### src/rtl/rst_seq_ctl.sv
// rst_seq_ctl: lock-debounced staged reset sequencer with divided clock-enable and lock-loss recording
module rst_seq_ctl #(
  parameter int N_RST       = 3,
  parameter int LOCK_CYCLES = 1024,
  parameter int STAGE_GAP   = 16,
  parameter int DIV_RATIO   = 4
) (
  input  logic             clk_i,
  input  logic             rst_n_i,
  input  logic             pll_locked_i,
  input  logic             sw_rst_i,
  input  logic             lock_clr_i,
  output logic [N_RST-1:0] rst_n_o,
  output logic             ready_o,
  output logic             clk_en_o,
  output logic             lock_lost_o,
  output logic [7:0]       loss_cnt_o
);
  localparam int LW = $clog2(LOCK_CYCLES + 1);
  localparam int GW = $clog2(STAGE_GAP + 1);
  localparam int DW = $clog2(DIV_RATIO + 1);
  localparam logic [LW-1:0] LOCK_MAX = LW'(LOCK_CYCLES);
  localparam logic [GW-1:0] GAP_MAX  = GW'(STAGE_GAP - 1);
  localparam logic [DW-1:0] DIV_MAX  = DW'(DIV_RATIO - 1);

  typedef enum logic [2:0] {IDLE, STABLE, RELEASE, HOLD, RUN} state_t;

  state_t           state_q, state_d;
  logic             sync_q, lock_s;
  logic [LW-1:0]    lcnt_q, lcnt_d;
  logic [GW-1:0]    gcnt_q, gcnt_d;
  logic [DW-1:0]    dcnt_q, dcnt_d;
  logic [N_RST-1:0] rst_d;
  logic             ready_d, clk_en_d, lost_d, loss, sw;
  logic [7:0]       loss_cnt_d;

  // next state, counters and registered-output values; lock loss beats sw_rst_i
  always_comb begin
    loss       = !lock_s && (state_q inside {RELEASE, HOLD, RUN});
    sw         = sw_rst_i && (state_q inside {RELEASE, RUN});
    state_d    = state_q;
    lcnt_d     = lcnt_q;
    gcnt_d     = gcnt_q;
    dcnt_d     = dcnt_q;
    rst_d      = rst_n_o;
    ready_d    = ready_o;
    clk_en_d   = 1'b0;
    lost_d     = loss || (lock_lost_o && !lock_clr_i);
    loss_cnt_d = (loss && loss_cnt_o != 8'hff) ? loss_cnt_o + 8'd1 : loss_cnt_o;
    if (loss) begin
      state_d = IDLE;
      rst_d   = '0;
      ready_d = 1'b0;
    end else if (sw) begin
      state_d = HOLD;
      gcnt_d  = '0;
      rst_d   = '0;
      ready_d = 1'b0;
    end else begin
      case (state_q)
        IDLE: begin
          state_d = lock_s ? STABLE : IDLE;
          lcnt_d  = '0;
        end
        STABLE: begin
          if (!lock_s) state_d = IDLE;
          else if (lcnt_q == LOCK_MAX) begin
            state_d = RELEASE;
            rst_d   = N_RST'(1);
            gcnt_d  = '0;
          end else lcnt_d = lcnt_q + LW'(1);
        end
        RELEASE: begin
          gcnt_d = (gcnt_q == GAP_MAX) ? '0 : gcnt_q + GW'(1);
          if (gcnt_q == GAP_MAX && &rst_n_o) begin
            state_d = RUN;
            ready_d = 1'b1;
            dcnt_d  = '0;
          end else if (gcnt_q == GAP_MAX) rst_d = (rst_n_o << 1) | N_RST'(1);
        end
        HOLD: begin
          if (sw_rst_i) gcnt_d = '0;
          else if (gcnt_q == GAP_MAX) begin
            state_d = RELEASE;
            rst_d   = N_RST'(1);
            gcnt_d  = '0;
          end else gcnt_d = gcnt_q + GW'(1);
        end
        RUN: begin
          clk_en_d = dcnt_q == DIV_MAX;
          dcnt_d   = (dcnt_q == DIV_MAX) ? '0 : dcnt_q + DW'(1);
        end
        default: state_d = IDLE;
      endcase
    end
  end

  // lock synchroniser, state, counters and all outputs
  always_ff @(posedge clk_i) begin
    if (!rst_n_i) begin
      sync_q      <= 1'b0;
      lock_s      <= 1'b0;
      state_q     <= IDLE;
      lcnt_q      <= '0;
      gcnt_q      <= '0;
      dcnt_q      <= '0;
      rst_n_o     <= '0;
      ready_o     <= 1'b0;
      clk_en_o    <= 1'b0;
      lock_lost_o <= 1'b0;
      loss_cnt_o  <= '0;
    end else begin
      sync_q      <= pll_locked_i;
      lock_s      <= sync_q;
      state_q     <= state_d;
      lcnt_q      <= lcnt_d;
      gcnt_q      <= gcnt_d;
      dcnt_q      <= dcnt_d;
      rst_n_o     <= rst_d;
      ready_o     <= ready_d;
      clk_en_o    <= clk_en_d;
      lock_lost_o <= lost_d;
      loss_cnt_o  <= loss_cnt_d;
    end
  end
endmodule

### config.mk
export PLATFORM = sky130hd
export DESIGN_NAME = rst_seq_ctl
export DESIGN_NICKNAME = d
export VERILOG_FILES = /design/src/rtl/rst_seq_ctl.sv
export SDC_FILE = /design/constraint.sdc
export NUM_CORES = 1
export LEC_CHECK = 0
export CAP_MARGIN = 40
export CORE_ASPECT_RATIO = 1.5
export CORE_MARGIN = 10
export CORE_UTILIZATION = 50
export DETAILED_ROUTE_END_ITERATION = 8
export GPL_TIMING_DRIVEN = 0
export PLACE_DENSITY_LB_ADDON = 0.2
export SYNTH_ARGS = -nofsm -noshare
export SYNTH_HDL_FRONTEND = slang
export SYNTH_SLANG_ARGS = --single-unit
### constraint.sdc
create_clock -name clk_i -period 2.1 [get_ports clk_i]
set_clock_uncertainty 0.2 [all_clocks]
set_input_delay 0.42 -clock clk_i [delete_from_list [all_inputs] [get_ports clk_i]]
set_output_delay 0.42 -clock clk_i [all_outputs]
set_load 0.01 [all_outputs]
* Word level (Yosys, flattened, before mapping) *
Cells that the tools add are included.

storage, ports and cells
  register bits after elaboration = 38
  latch bits = 0
  word-level logic and storage cells = 96
  bits in writable memories = 0
  memory bits (read-only) = 0
  output and inout bits = 14
  memories kept = 0

operators by class
  div/mod/pow operators = 0
  add/subtract/negate cells = 4
  shift-type cells = 0
  bitwise gates (word level) = 4
  $mul = 0
  magnitude comparators = 0
  eq/ne operators = 24
  multiplexer cells = 27
  reductions and logical operators = 25

operators with widths
  operator                 count
  $mux W3                  13
  $mux W5                  5
  $mux W11                 2
  $pmux W11 S2             1
  $pmux W3 S5              1
  $pmux W5 S3              1
  $reduce_and A5 Y1        3
  $ne A2 B2 Y1 const B     6
  $ne A3 B3 Y1 const B     4
  $add A11 B1 Y11 const B  1
  $eq A11 B11 Y1 const B   1
  $eq A3 B2 Y1 const B     3
  $pmux W3 S3              1
  $add A8 B1 Y8 const B    1
  $ne A8 B8 Y1 const B     1
  $reduce_and A4 Y1        2
  $reduce_and A7 Y1        1
  $ne A2 B1 Y1 const B     3
  $ne A3 B2 Y1 const B     2
  $pmux W3 S2              1
  $reduce_bool A3 Y1       2
  $add A5 B1 Y5 const B    1
  $eq A5 B4 Y1 const B     1
  $logic_and A1 B1 Y1      5
  17 further kinds         22

* Depth between registers and ports, before layout *
  depth in word-level cells = 5
  mapped depth = 8

* Worst setup path before layout *
No wires, ideal clock.

  kind = register to register
  from = register lcnt_q[0]
  to = register lcnt_q[7]
  path slack = 63 ps
  stages on the path, launching flop included = 9
  arrival time = 1711 ps
  clock period less this slack = 2037 ps
  buffers on the path = 1
  cell sequence = dfxtp_1 -> inv_1 -> ha_1 -> nor4bb_1 -> a31oi_1 -> clkbuf_1 -> o2111ai_1 -> xor2_1 -> nor2_1

on the way
  longest elaborated chain between the ends = 4

RTL lines
  item                    line  text
  from (decl)             30    logic [LW-1:0] lcnt_q, lcnt_d;
  from (signal assigned)  116   lcnt_q <= lcnt_d;
  $add A11 B1 Y11         71    end else lcnt_d = lcnt_q + LW'(1);
  $mux W11                67    else if (lcnt_q == LOCK_MAX) begin
  $mux W11                66    if (!lock_s) state_d = IDLE;
  $pmux W11 S2            60    case (state_q)

Several ways; a longest one is shown, not always the timed one. The select of a mux whose other input is x is not followed.
A chain may end at the register's enable or synchronous reset.

* Final worst setup path *
  from = register state_q[0]
  to = register loss_cnt_o[5]

on the way
  longest elaborated chain between the ends = 4

RTL lines
  item                                                 line  text
  from (decl)                                          28    state_t state_q, state_d;
  from (signal assigned)                               115   state_q <= state_d;
  $eq A3 B2 Y1 / $eq A3 B3 Y1 (equally long branches)  39    loss = !lock_s && (state_q inside {RELEASE, HOLD, RUN});
  $reduce_bool A3 Y1 *                                 39
  $logic_and A1 B1 Y1 *                                39
  $logic_and A1 B1 Y1 *                                49    loss_cnt_d = (loss && loss_cnt_o != 8'hff) ? loss_cnt_o + 8'd1 : loss_cnt_o;
  to (signal assigned)                                 123   loss_cnt_o <= loss_cnt_d;
  to (decl)                                            17    output logic [7:0] loss_cnt_o

Every way passes the cells marked *; elsewhere a longest branch is shown, timed or not.

==> impl_metrics.yaml <==
outcome:
  status: "complete, no violations"
clock_tree:
  clock-sinks: 38
  clock_latency_ns: 0.29
  root_buffer: "clkbuf_8"
  cts.clk_slew.worst_paths_ns: 0.08
  cts_buffers: 5
  cts_tree: "yes"
  cts_max_path_buffers: 2
  htreeDepth: 2
routing:
  viasPerCell: 5.85
  first_pass_iters: 4
  wire_per_inst_um: 14.6
  vias: 1742
  initialDrtViolationCount: 66
  drt-total-wl_um: 4360
  ant_nets: 0
  drcViolationCount: 0
power:
  peakVddDrop_mv: 0.433
  switchingPower_mw: 0.291
  combPwrFrac: 0.039
  p_seq_frac: 0.559
  cellLeakagePower_nw: 0.842
  powerDensity_mw_per_mm2: 527
  intPower_mw: 1.01
  p_clk_frac: 0.402
  switching_share: 0.224
floorplan:
  die_w_um: 70.7
  die_area_mm2: 0.00679
  start_util: 0.523
  rows: 27
  ios: 19
  coreArea_mm2: 0.00368
  die_h_um: 96.0
timing:
  period_needed_ns: 2.02
  clock.fmax_mhz: 495
  tightest_slew_ns: 0.480
  timing.setup.tns_ns: 0
  finalCritPeriodShare: 0.962
  setup_viol: 0
  fin_hold_ws_ns: 0.238
  slew_viol_final: 0
  hold_violations: 0
  fin_ws_ns: 0.0800
  slew_headroom: 0.680
global_routing:
  grt_max_degree: 12
  antenna_found_initial: 0
  grtUsageTotal: 0.129
  overflow: 0
  grt_pass1_vias: 1647
  grt_pass1_wl_um: 7330
yosys:
  ys_seq_area_frac: 0.395
  syn_area_per_cell_um2: 8.64
  synth_edf_count: 0
  synthFlopType: "dfxtp_1"
  synth_cell_type_count: 47
  netlist_area_mm2: 0.00193
  async_reset_ff_frac: 0
  ys_seq_elements: 38
  synthesis.nets: 233
  ys_warn_count: 0
  syn_inst: 223
placement:
  gp_congestion: 0.805
  post-place-ws_ns: -0.349
  dpl_cell_area_mm2: 0.00215
  hpwl_um: 2990
  numPortBuffers: 17
setup_path:
  start_kind: "flop"
  crit_type: "flop to flop"
  required_ns: 2.12
  critPathMaxFanout: 7
  end_kind: "flop"
  critical_path_arrival_ns: 2.04
flow_run:
  drv_cap: 0
finish:
  fin_util: 0.670
  layout-drive-gt1-share: 0.176
  stdcell_area_mm2: 0.00247
  syn_to_final_growth_pct: 28.0
  diodes: 0
  finalNetCount: 264
worst_hold_path:
  hold_class: "flop to flop"
==> worst max-delay path, cell delays in order (launching register included) <==
cell	delay, ns
dfxtp_2	0.35
or3b_1	0.37
buf_4	0.17
a21o_4	0.22
or4_1	0.52
a21boi_2	0.13
==> logic make-up (layout without fill, tap and decap cells) <==
kind of cell    Yosys count  after routing  share of synthesized area
compound gates           47             48                      0.166
xor+xnor                 13             13                     0.0591
fa+ha+maj                 5              5                     0.0325
buf+inv                  14             45                     0.0279
flops                    38             38                      0.395
mux                       3              3                     0.0156
simple gates            103            103                      0.304
==> final timing paths <==
path	slack, ns	from	cells past startpoint	end
setup / recovery	0.08	state_q[0]	5	loss_cnt_o[5]
hold / removal	0.24	sync_q	1	lock_s
setup reg to reg	0.08	state_q[0]	5	loss_cnt_o[5]
hold reg to reg	0.24	sync_q	1	lock_s
==> metrics by stage <==
stage	cells	power, mW
after floorplan	223	0.773
after global placement	283	0.791
after detailed placement	283	0.791
after CTS	292	1.31
after global routing	298	1.34
final	298	1.30
==> sequential cells by signal (all words and copies together) (netlist names) <==
signal	cells
lcnt_q	11
loss_cnt_o	8
gcnt_q	5
dcnt_q	3
rst_n_o	3
state_q	3
clk_en_o	1
lock_lost_o	1
lock_s	1
ready_o	1
sync_q	1
==> per-layer routing <==
| metal | wire length [µm] | up-vias | GRT usage |
|---|---|---|---|
| met5 | 0 | - | 0 |
| li1 | - | 879 | - |
| met4 | 68 | 0 | 0.0615 |
| met3 | 203 | 6 | 0.0443 |
| met2 | 2120 | 26 | 0.222 |
| met1 | 1970 | 831 | 0.140 |
==> cells in the mapped netlist (2+ instances only) <==
cell / n / share of area
a21oi_1: 13 / 0.034
and3_1: 3 / 0.0097
and2_1: 9 / 0.029
o2111ai_1: 7 / 0.032
or4_1: 2 / 0.0078
inv_1: 2 / 0.0039
nand2b_1: 10 / 0.032
nand3_1: 10 / 0.026
nand4b_1: 3 / 0.014
xnor2_1: 3 / 0.014
nor4bb_1: 2 / 0.010
clkbuf_1: 10 / 0.019
o21ai_0: 8 / 0.021
a21boi_1: 2 / 0.0078
and4_1: 4 / 0.018
nand4_1: 3 / 0.0097
nor4_1: 3 / 0.0097
a31oi_1: 2 / 0.0065
nand3b_1: 4 / 0.016
xor2_1: 10 / 0.045
nand2_1: 11 / 0.021
nor3_1: 5 / 0.013
a21boi_0: 2 / 0.0078
nor2b_1: 6 / 0.019
ha_1: 5 / 0.032
dfxtp_1: 38 / 0.39
o41ai_1: 2 / 0.0091
mux2i_1: 3 / 0.016
nor2_1: 23 / 0.045
==> power groups by stage <==
stage / Combinational, mW / Clock (mW) / Sequential [mW]
2_1_floorplan: 0.0289 / 0 / 0.744
3_3_place_gp: 0.0462 / 0 / 0.744
5_1_grt: 0.0564 / 0.554 / 0.726
4_1_cts: 0.0485 / 0.534 / 0.727
6_report: 0.0509 / 0.522 / 0.726
3_5_place_dp: 0.0463 / 0 / 0.744
==> final cells by class <==
cell class	count	area, µm²
multi-input combinational	172	1260
fill	299	1220
sequential	38	772
timing repair buffer	23	215
clock buffer	7	86.3
buffer	12	58.8
tap	43	53.8
inverter	2	10.0
clock inverter	1	5.00
==> placed cells by master, fill, tap and decap left out, drive strengths merged, types with 6 or more instances in the layout <==
master,synthesis,routed
nand2,11,11
o21ai,9,9
nand2b,10,10
clkdlybuf4s50,0,17
xor2,10,10
and2,9,9
clkbuf,10,16
buf,2,9
nor2,23,23
nand3,10,10
dfxtp,38,38
a21oi,13,13
o2111ai,7,7
nor2b,6,6
==> repair_timing <==
action	in CTS	in global routing
pin swaps	1	11
cloned	0	1
hold buffers	0	0
buffers inserted	1	5
endpoints found under the setup margin	21	24
gates resized for setup	16	29
No activity file was read; power rests on OpenSTA's default activity.
